===== src/rtl/apple1_term_fifo_io_if.sv =====
// CPU-side bus between the 6502 core and the Apple-1 terminal I/O block.
// The master drives address/strobes; the slave answers with hit and registered read data.
interface apple1_term_fifo_io_if;
    logic [15:0] address_bus;
    logic [7:0]  wdata;
    logic        mem_read;
    logic        mem_write;
    logic        hit;
    logic [7:0]  rdata;

    modport master (
        output address_bus, wdata, mem_read, mem_write,
        input  hit, rdata
    );

    modport slave (
        input  address_bus, wdata, mem_read, mem_write,
        output hit, rdata
    );
endinterface


===== src/rtl/apple1_term_fifo_io.sv =====
// Apple-1 terminal I/O: KBD/KBDCR/DSP/DSPCR registers backed by RX (keyboard) and TX (display) FIFOs.
// Optional macro TERM_UPCASE_EN folds lowercase keystrokes to uppercase before they enter the RX FIFO.
module apple1_term_fifo_io #(
    parameter logic [15:0] BASE_ADDR = 16'hD010,
    parameter int          RX_DEPTH  = 8,
    parameter int          TX_DEPTH  = 8
) (
    input  logic                      clk,
    input  logic                      reset_n,
    apple1_term_fifo_io_if.slave      bus,
    input  logic                      kbd_stb,
    input  logic [6:0]                kbd_data,
    output logic                      dsp_valid,
    output logic [6:0]                dsp_data,
    input  logic                      dsp_ready,
    output logic [$clog2(RX_DEPTH):0] rx_count,
    output logic [$clog2(TX_DEPTH):0] tx_count,
    output logic                      rx_ovf
);
    localparam int RX_AW = $clog2(RX_DEPTH);
    localparam int TX_AW = $clog2(TX_DEPTH);
    localparam logic [RX_AW:0] RX_FULL_CNT = (RX_AW + 1)'(RX_DEPTH);
    localparam logic [TX_AW:0] TX_FULL_CNT = (TX_AW + 1)'(TX_DEPTH);

    logic [6:0]       rx_mem [RX_DEPTH];
    logic [6:0]       tx_mem [TX_DEPTH];
    logic [RX_AW-1:0] rx_wr_ptr, rx_rd_ptr;
    logic [TX_AW-1:0] tx_wr_ptr, tx_rd_ptr;

    logic [1:0] reg_sel;
    logic       rd_en, wr_en;
    logic       rx_empty, rx_full, tx_empty, tx_full;
    logic       rx_pop, rx_push, ovf_set, ovf_clr;
    logic       tx_pop, tx_push;
    logic [6:0] kbd_char;

    // 17-bit compare so a base near the top of memory cannot wrap into a false hit.
    assign bus.hit = ({1'b0, bus.address_bus} >= {1'b0, BASE_ADDR}) &&
                     ({1'b0, bus.address_bus} <= ({1'b0, BASE_ADDR} + 17'd3));

    assign reg_sel  = bus.address_bus[1:0] - BASE_ADDR[1:0];
    assign rd_en    = bus.hit && bus.mem_read && !bus.mem_write;
    assign wr_en    = bus.hit && bus.mem_write;

    assign rx_empty = (rx_count == '0);
    assign rx_full  = (rx_count == RX_FULL_CNT);
    assign tx_empty = (tx_count == '0);
    assign tx_full  = (tx_count == TX_FULL_CNT);

    // A KBD read in the same cycle frees a slot, so a strobe into a full FIFO is still accepted.
    assign rx_pop   = rd_en && (reg_sel == 2'd0) && !rx_empty;
    assign rx_push  = kbd_stb && (!rx_full || rx_pop);
    assign ovf_set  = kbd_stb && rx_full && !rx_pop;
    assign ovf_clr  = wr_en && (reg_sel == 2'd1);

    assign tx_pop   = !tx_empty && dsp_ready;
    assign tx_push  = wr_en && (reg_sel == 2'd2) && (!tx_full || tx_pop);

    assign dsp_valid = !tx_empty;
    assign dsp_data  = tx_empty ? 7'd0 : tx_mem[tx_rd_ptr];

    always_comb begin
        kbd_char = kbd_data;
`ifdef TERM_UPCASE_EN
        if (kbd_data >= 7'h61 && kbd_data <= 7'h7A)
            kbd_char = kbd_data - 7'h20;
`endif
    end

    // Storage needs no reset: counts gate every use of stale entries.
    always_ff @(posedge clk) begin
        if (rx_push)
            rx_mem[rx_wr_ptr] <= kbd_char;
        if (tx_push)
            tx_mem[tx_wr_ptr] <= bus.wdata[6:0];
    end

    always_ff @(posedge clk or negedge reset_n) begin
        if (!reset_n) begin
            rx_wr_ptr <= '0;
            rx_rd_ptr <= '0;
            rx_count  <= '0;
            tx_wr_ptr <= '0;
            tx_rd_ptr <= '0;
            tx_count  <= '0;
            rx_ovf    <= 1'b0;
            bus.rdata <= 8'h00;
        end else begin
            if (rx_push)
                rx_wr_ptr <= rx_wr_ptr + 1'b1;
            if (rx_pop)
                rx_rd_ptr <= rx_rd_ptr + 1'b1;
            if (rx_push && !rx_pop)
                rx_count <= rx_count + 1'b1;
            else if (!rx_push && rx_pop)
                rx_count <= rx_count - 1'b1;

            if (tx_push)
                tx_wr_ptr <= tx_wr_ptr + 1'b1;
            if (tx_pop)
                tx_rd_ptr <= tx_rd_ptr + 1'b1;
            if (tx_push && !tx_pop)
                tx_count <= tx_count + 1'b1;
            else if (!tx_push && tx_pop)
                tx_count <= tx_count - 1'b1;

            if (ovf_set)
                rx_ovf <= 1'b1;
            else if (ovf_clr)
                rx_ovf <= 1'b0;

            // Bit 7 of DSP reads as busy so WozMon's BMI poll loop waits on a full TX FIFO.
            if (rd_en) begin
                case (reg_sel)
                    2'd0:    bus.rdata <= rx_empty ? 8'h00 : {1'b1, rx_mem[rx_rd_ptr]};
                    2'd1:    bus.rdata <= {!rx_empty, rx_ovf, 6'b0};
                    2'd2:    bus.rdata <= {tx_full, 7'b0};
                    default: bus.rdata <= 8'h00;
                endcase
            end
        end
    end
endmodule


===== src/flat_wrapper.sv =====
// flat-port wrapper written by rule: the top's interface ports become plain ports
module apple1_term_fifo_io_flat 
#(
    parameter logic [15:0] BASE_ADDR = 16'hD010,
    parameter int          RX_DEPTH  = 8,
    parameter int          TX_DEPTH  = 8
)
  (clk, reset_n, kbd_stb, kbd_data, dsp_valid, dsp_data, dsp_ready, rx_count, tx_count, rx_ovf, bus_address_bus, bus_wdata, bus_mem_read, bus_mem_write, bus_hit, bus_rdata);
  apple1_term_fifo_io_if bus_i ();
  input  logic clk;
  input  logic reset_n;
  input  logic kbd_stb;
  input  logic [6:0] kbd_data;
  output logic dsp_valid;
  output logic [6:0] dsp_data;
  input  logic dsp_ready;
  output logic [$clog2(RX_DEPTH):0] rx_count;
  output logic [$clog2(TX_DEPTH):0] tx_count;
  output logic rx_ovf;
  input wire logic [$bits(bus_i.address_bus)-1:0] bus_address_bus;
  input wire logic [$bits(bus_i.wdata)-1:0] bus_wdata;
  input wire logic [$bits(bus_i.mem_read)-1:0] bus_mem_read;
  input wire logic [$bits(bus_i.mem_write)-1:0] bus_mem_write;
  output wire logic [$bits(bus_i.hit)-1:0] bus_hit;
  output wire logic [$bits(bus_i.rdata)-1:0] bus_rdata;
  assign bus_i.address_bus = bus_address_bus;
  assign bus_i.wdata = bus_wdata;
  assign bus_i.mem_read = bus_mem_read;
  assign bus_i.mem_write = bus_mem_write;
  assign bus_hit = bus_i.hit;
  assign bus_rdata = bus_i.rdata;
  apple1_term_fifo_io #(.BASE_ADDR(BASE_ADDR), .RX_DEPTH(RX_DEPTH), .TX_DEPTH(TX_DEPTH)) u_core (.clk(clk), .reset_n(reset_n), .bus(bus_i), .kbd_stb(kbd_stb), .kbd_data(kbd_data), .dsp_valid(dsp_valid), .dsp_data(dsp_data), .dsp_ready(dsp_ready), .rx_count(rx_count), .tx_count(tx_count), .rx_ovf(rx_ovf));
endmodule

===== config.mk =====
export PLATFORM = sky130hd
export DESIGN_NAME = apple1_term_fifo_io_flat
export DESIGN_NICKNAME = d
export VERILOG_FILES = /design/src/rtl/apple1_term_fifo_io_if.sv /design/src/rtl/apple1_term_fifo_io.sv /design/src/flat_wrapper.sv
export SDC_FILE = /design/constraint.sdc
export NUM_CORES = 1
export LEC_CHECK = 0
export BUFFER_PORTS_ARGS = -buffer_cell sky130_fd_sc_hd__buf_2
export CORE_MARGIN = 8
export CORE_UTILIZATION = 36
export DETAILED_ROUTE_END_ITERATION = 8
export PLACE_DENSITY_LB_ADDON = 0.1
export SYNTH_ARGS = -nofsm -noshare
export SYNTH_HDL_FRONTEND = slang
export SYNTH_SLANG_ARGS = --single-unit

===== constraint.sdc =====
create_clock -name clk -period 3.3 [get_ports clk]
set_input_delay 0.495 -clock clk [delete_from_list [all_inputs] [get_ports clk]]
set_output_delay 0.495 -clock clk [all_outputs]
set_load 0.1 [all_outputs]

==> results.cfg <==
[status]
status = complete, no violations

[setup_path]
rr_worst_depth = 11
worstSetupEndpointType = register
startpoint = bus_address_bus[9]
required_ps = 3630
path_class = input pin to register
critPathMaxFanout = 4
r2r-end = u_core.tx_count[3]$_DFFE_PN0P_
r2r_setup_slack_ps = 570
worstPathArrival_ps = 3110
critPathLaunchType = input pin
reg2reg_from = u_core.tx_count[1]$_DFFE_PN0P_

[cts]
cts_max_level = 4
cts_tree = yes
cts_buffers = 17
clk_pin_slew_ps = 60
clockBufferDepth = 2
cts-root-buf = clkbuf_16
postCtsSetupBuffers = 0
clk_latency_ps = 410
post_cts_resize_count = 0
postCtsHoldBufs = 0
cts.sinks = 141

[timing]
max_freq_ghz = 0.360
slew_headroom = 0.441
tightest_slew_ps = 838
skew_ps = 10.0
rsz0062_at_grt = no
setup_slack_ps = 522
maxSlewViolCount = 0
hold_violations = 0
period_minus_slack_ps = 2780
setup_violations = 0
post-route-period-util = 0.842
fin_hold_ws_ps = 123

[finish]
drive_above_1_share = 0.387
syn2layout_area_growth_pct = 22.2
fillers = 1498
diodes = 0
regArea_um2 = 4090
nets = 491
multiInputGateArea_um2 = 1870

[synth]
yosysMostFrequentCell = edfxtp_1
syn_nets = 401
synth_edf_count = 112
yosys_warnings = 0
ys_ff_latch = 141
yosys.area.top_type = edfxtp_1
synth_flop_cell = edfxtp_1
avgSynthCellArea_um2 = 17.1
netlist_instances = 352
synth_async_sr_flop_share = 0.206
ys_types = 50
synth-seq-area-share = 0.678
netlist_area_um2 = 6030
synthTopCellsByCount = 112 x edfxtp_1, 29 x dfrtp_1, 27 x mux4_2
synth_top_cell_area_share = 0.557
ys_top_cells_by_area = edfxtp_1 56%, dfrtp_1 12%, mux4_2 10%

[route]
drtAntennaViolNets = 0
drtIter0Drc = 208
drc_errors = 0
drt_pass1_iterations = 4
drt-total-wl_mm = 12.5
viasPerCell = 4.95
routedWlPerCell_um = 18.6
vias = 3342

[floorplan]
core_area_um2 = 16500
die_x_um = 145
die_h_um = 145
row_count = 47
io_pins = 63
die-area_um2 = 21200
start_util = 0.366

[placed_design]
place.detailed.hpwl_mm = 8.60
gp_congestion = 0.706
dp_slack_ps = 97.4
io_buffers = 61

[hold_path]
hold_class = input pin to async pin

[job]
drv_cap = 0

[pwr]
p_leak_nw = 2.72
powerDensity_nw_per_um2 = 865
peakVddDrop_mv = 0.571

[grt]
grtUsageTotal = 0.126
grt_pass1_wl_mm = 20.4
grt_overflow_total = 0
grt_max_degree = 30
grt_pass1_vias = 3717
antenna_found_initial = 0
==> stage by stage <==
step	instance area, µm²	power, mW	setup TNS (ps)	utilization	cells
detailed placement	6770	4.55	0	0.411	643
global placement	6770	4.52	0	0.411	643
global route	7370	6.69	0	0.448	675
floorplan	6070	4.06	-29980	-	352
finish	7370	6.37	0	0.448	675
CTS	7370	6.46	0	0.448	675
==> worst max path at each step <==
stage | slack [ps] | to | depth (start not counted)
2_1_floorplan | -680 | u_core.tx_count[3]$_DFFE_PN0P_ | 12
3_3_place_gp | 140 | u_core.rx_count[3]$_DFFE_PN0P_ | 12
3_5_place_dp | 100 | u_core.rx_count[3]$_DFFE_PN0P_ | 12
4_1_cts | 510 | dsp_data[2] | 4
5_1_grt | 290 | u_core.rx_count[3]$_DFFE_PN0P_ | 12
6_report | 520 | u_core.rx_count[3]$_DFFE_PN0P_ | 12
==> cell usage in the layout, fill, tap and decap left out, types with 4 or more instances in the layout <==
| master | instances |
|---|---|
| edfxtp_1 | 112 |
| buf_2 | 61 |
| dfrtp_1 | 29 |
| mux4_2 | 27 |
| buf_4 | 27 |
| nand2_1 | 25 |
| clkbuf_16 | 17 |
| nor2_1 | 13 |
| mux2_2 | 12 |
| mux2i_1 | 11 |
| nand3_1 | 11 |
| xnor2_1 | 11 |
| nor3_1 | 8 |
| ha_1 | 8 |
| nor2b_1 | 6 |
| nor4_1 | 5 |
| inv_1 | 4 |
| nor4b_2 | 4 |
| o211ai_1 | 4 |
| clkinv_2 | 4 |
| clkinv_4 | 4 |
==> cells by family (layout without fill, tap and decap cells) <==
group                      after synthesis  after routing  share of synthesized area
AOI/OAI and AO/OA                       21             21                     0.0251
muxes                                   50             50                      0.141
DFF                                    141            141                      0.678
buffers and inverters                   23            126                     0.0164
xor gates and xnor gates                12             12                     0.0174
and+or+nand+nor                         93             93                     0.0946
adders and majority gates               12             12                     0.0274
==> layer usage <==
metal / up-vias / part of all wire / global-route usage
li1: 1571 / - / -
met1: 1681 / 0.49 / 0.169
met2: 79 / 0.45 / 0.190
met3: 11 / 0.046 / 0.0358
met4: 0 / 0.011 / 0.0469
met5: - / 0 / 0
==> worst max-delay path, cell delays in order <==
cell	delay [ps]
buf_2	90
or4_4	570
nor4_4	410
a21oi_2	110
nor2b_1	160
ha_1	190
inv_1	90
ha_1	280
a21o_1	150
a21oi_1	180
mux2i_1	240
xnor2_1	130
==> power breakdown <==
part           total [mW]  switching (mW)  internal, mW  leakage, nW
logic                2.14            1.51         0.625         1.05
registers            2.35           0.223          2.12         1.38
clock network        1.89           0.705          1.19        0.290
==> area by class of cell <==
type,instances,share of cell area
inverter,6,0.00373
clock inverter,14,0.0229
timing repair buffer,88,0.0689
tap,220,0.0373
clock buffer,18,0.0582
sequential,141,0.555
multi-input combinational,188,0.254
==> flip-flops by register name (all words and copies together), names as in the netlist <==
name	cells
u_core.rx_mem	56
u_core.tx_mem	56
u_core.bus.rdata	8
u_core.rx_count	4
u_core.tx_count	4
u_core.rx_rd_ptr	3
u_core.rx_wr_ptr	3
u_core.tx_rd_ptr	3
u_core.tx_wr_ptr	3
u_core.rx_ovf	1
No activity file was read; power rests on OpenSTA's default activity.
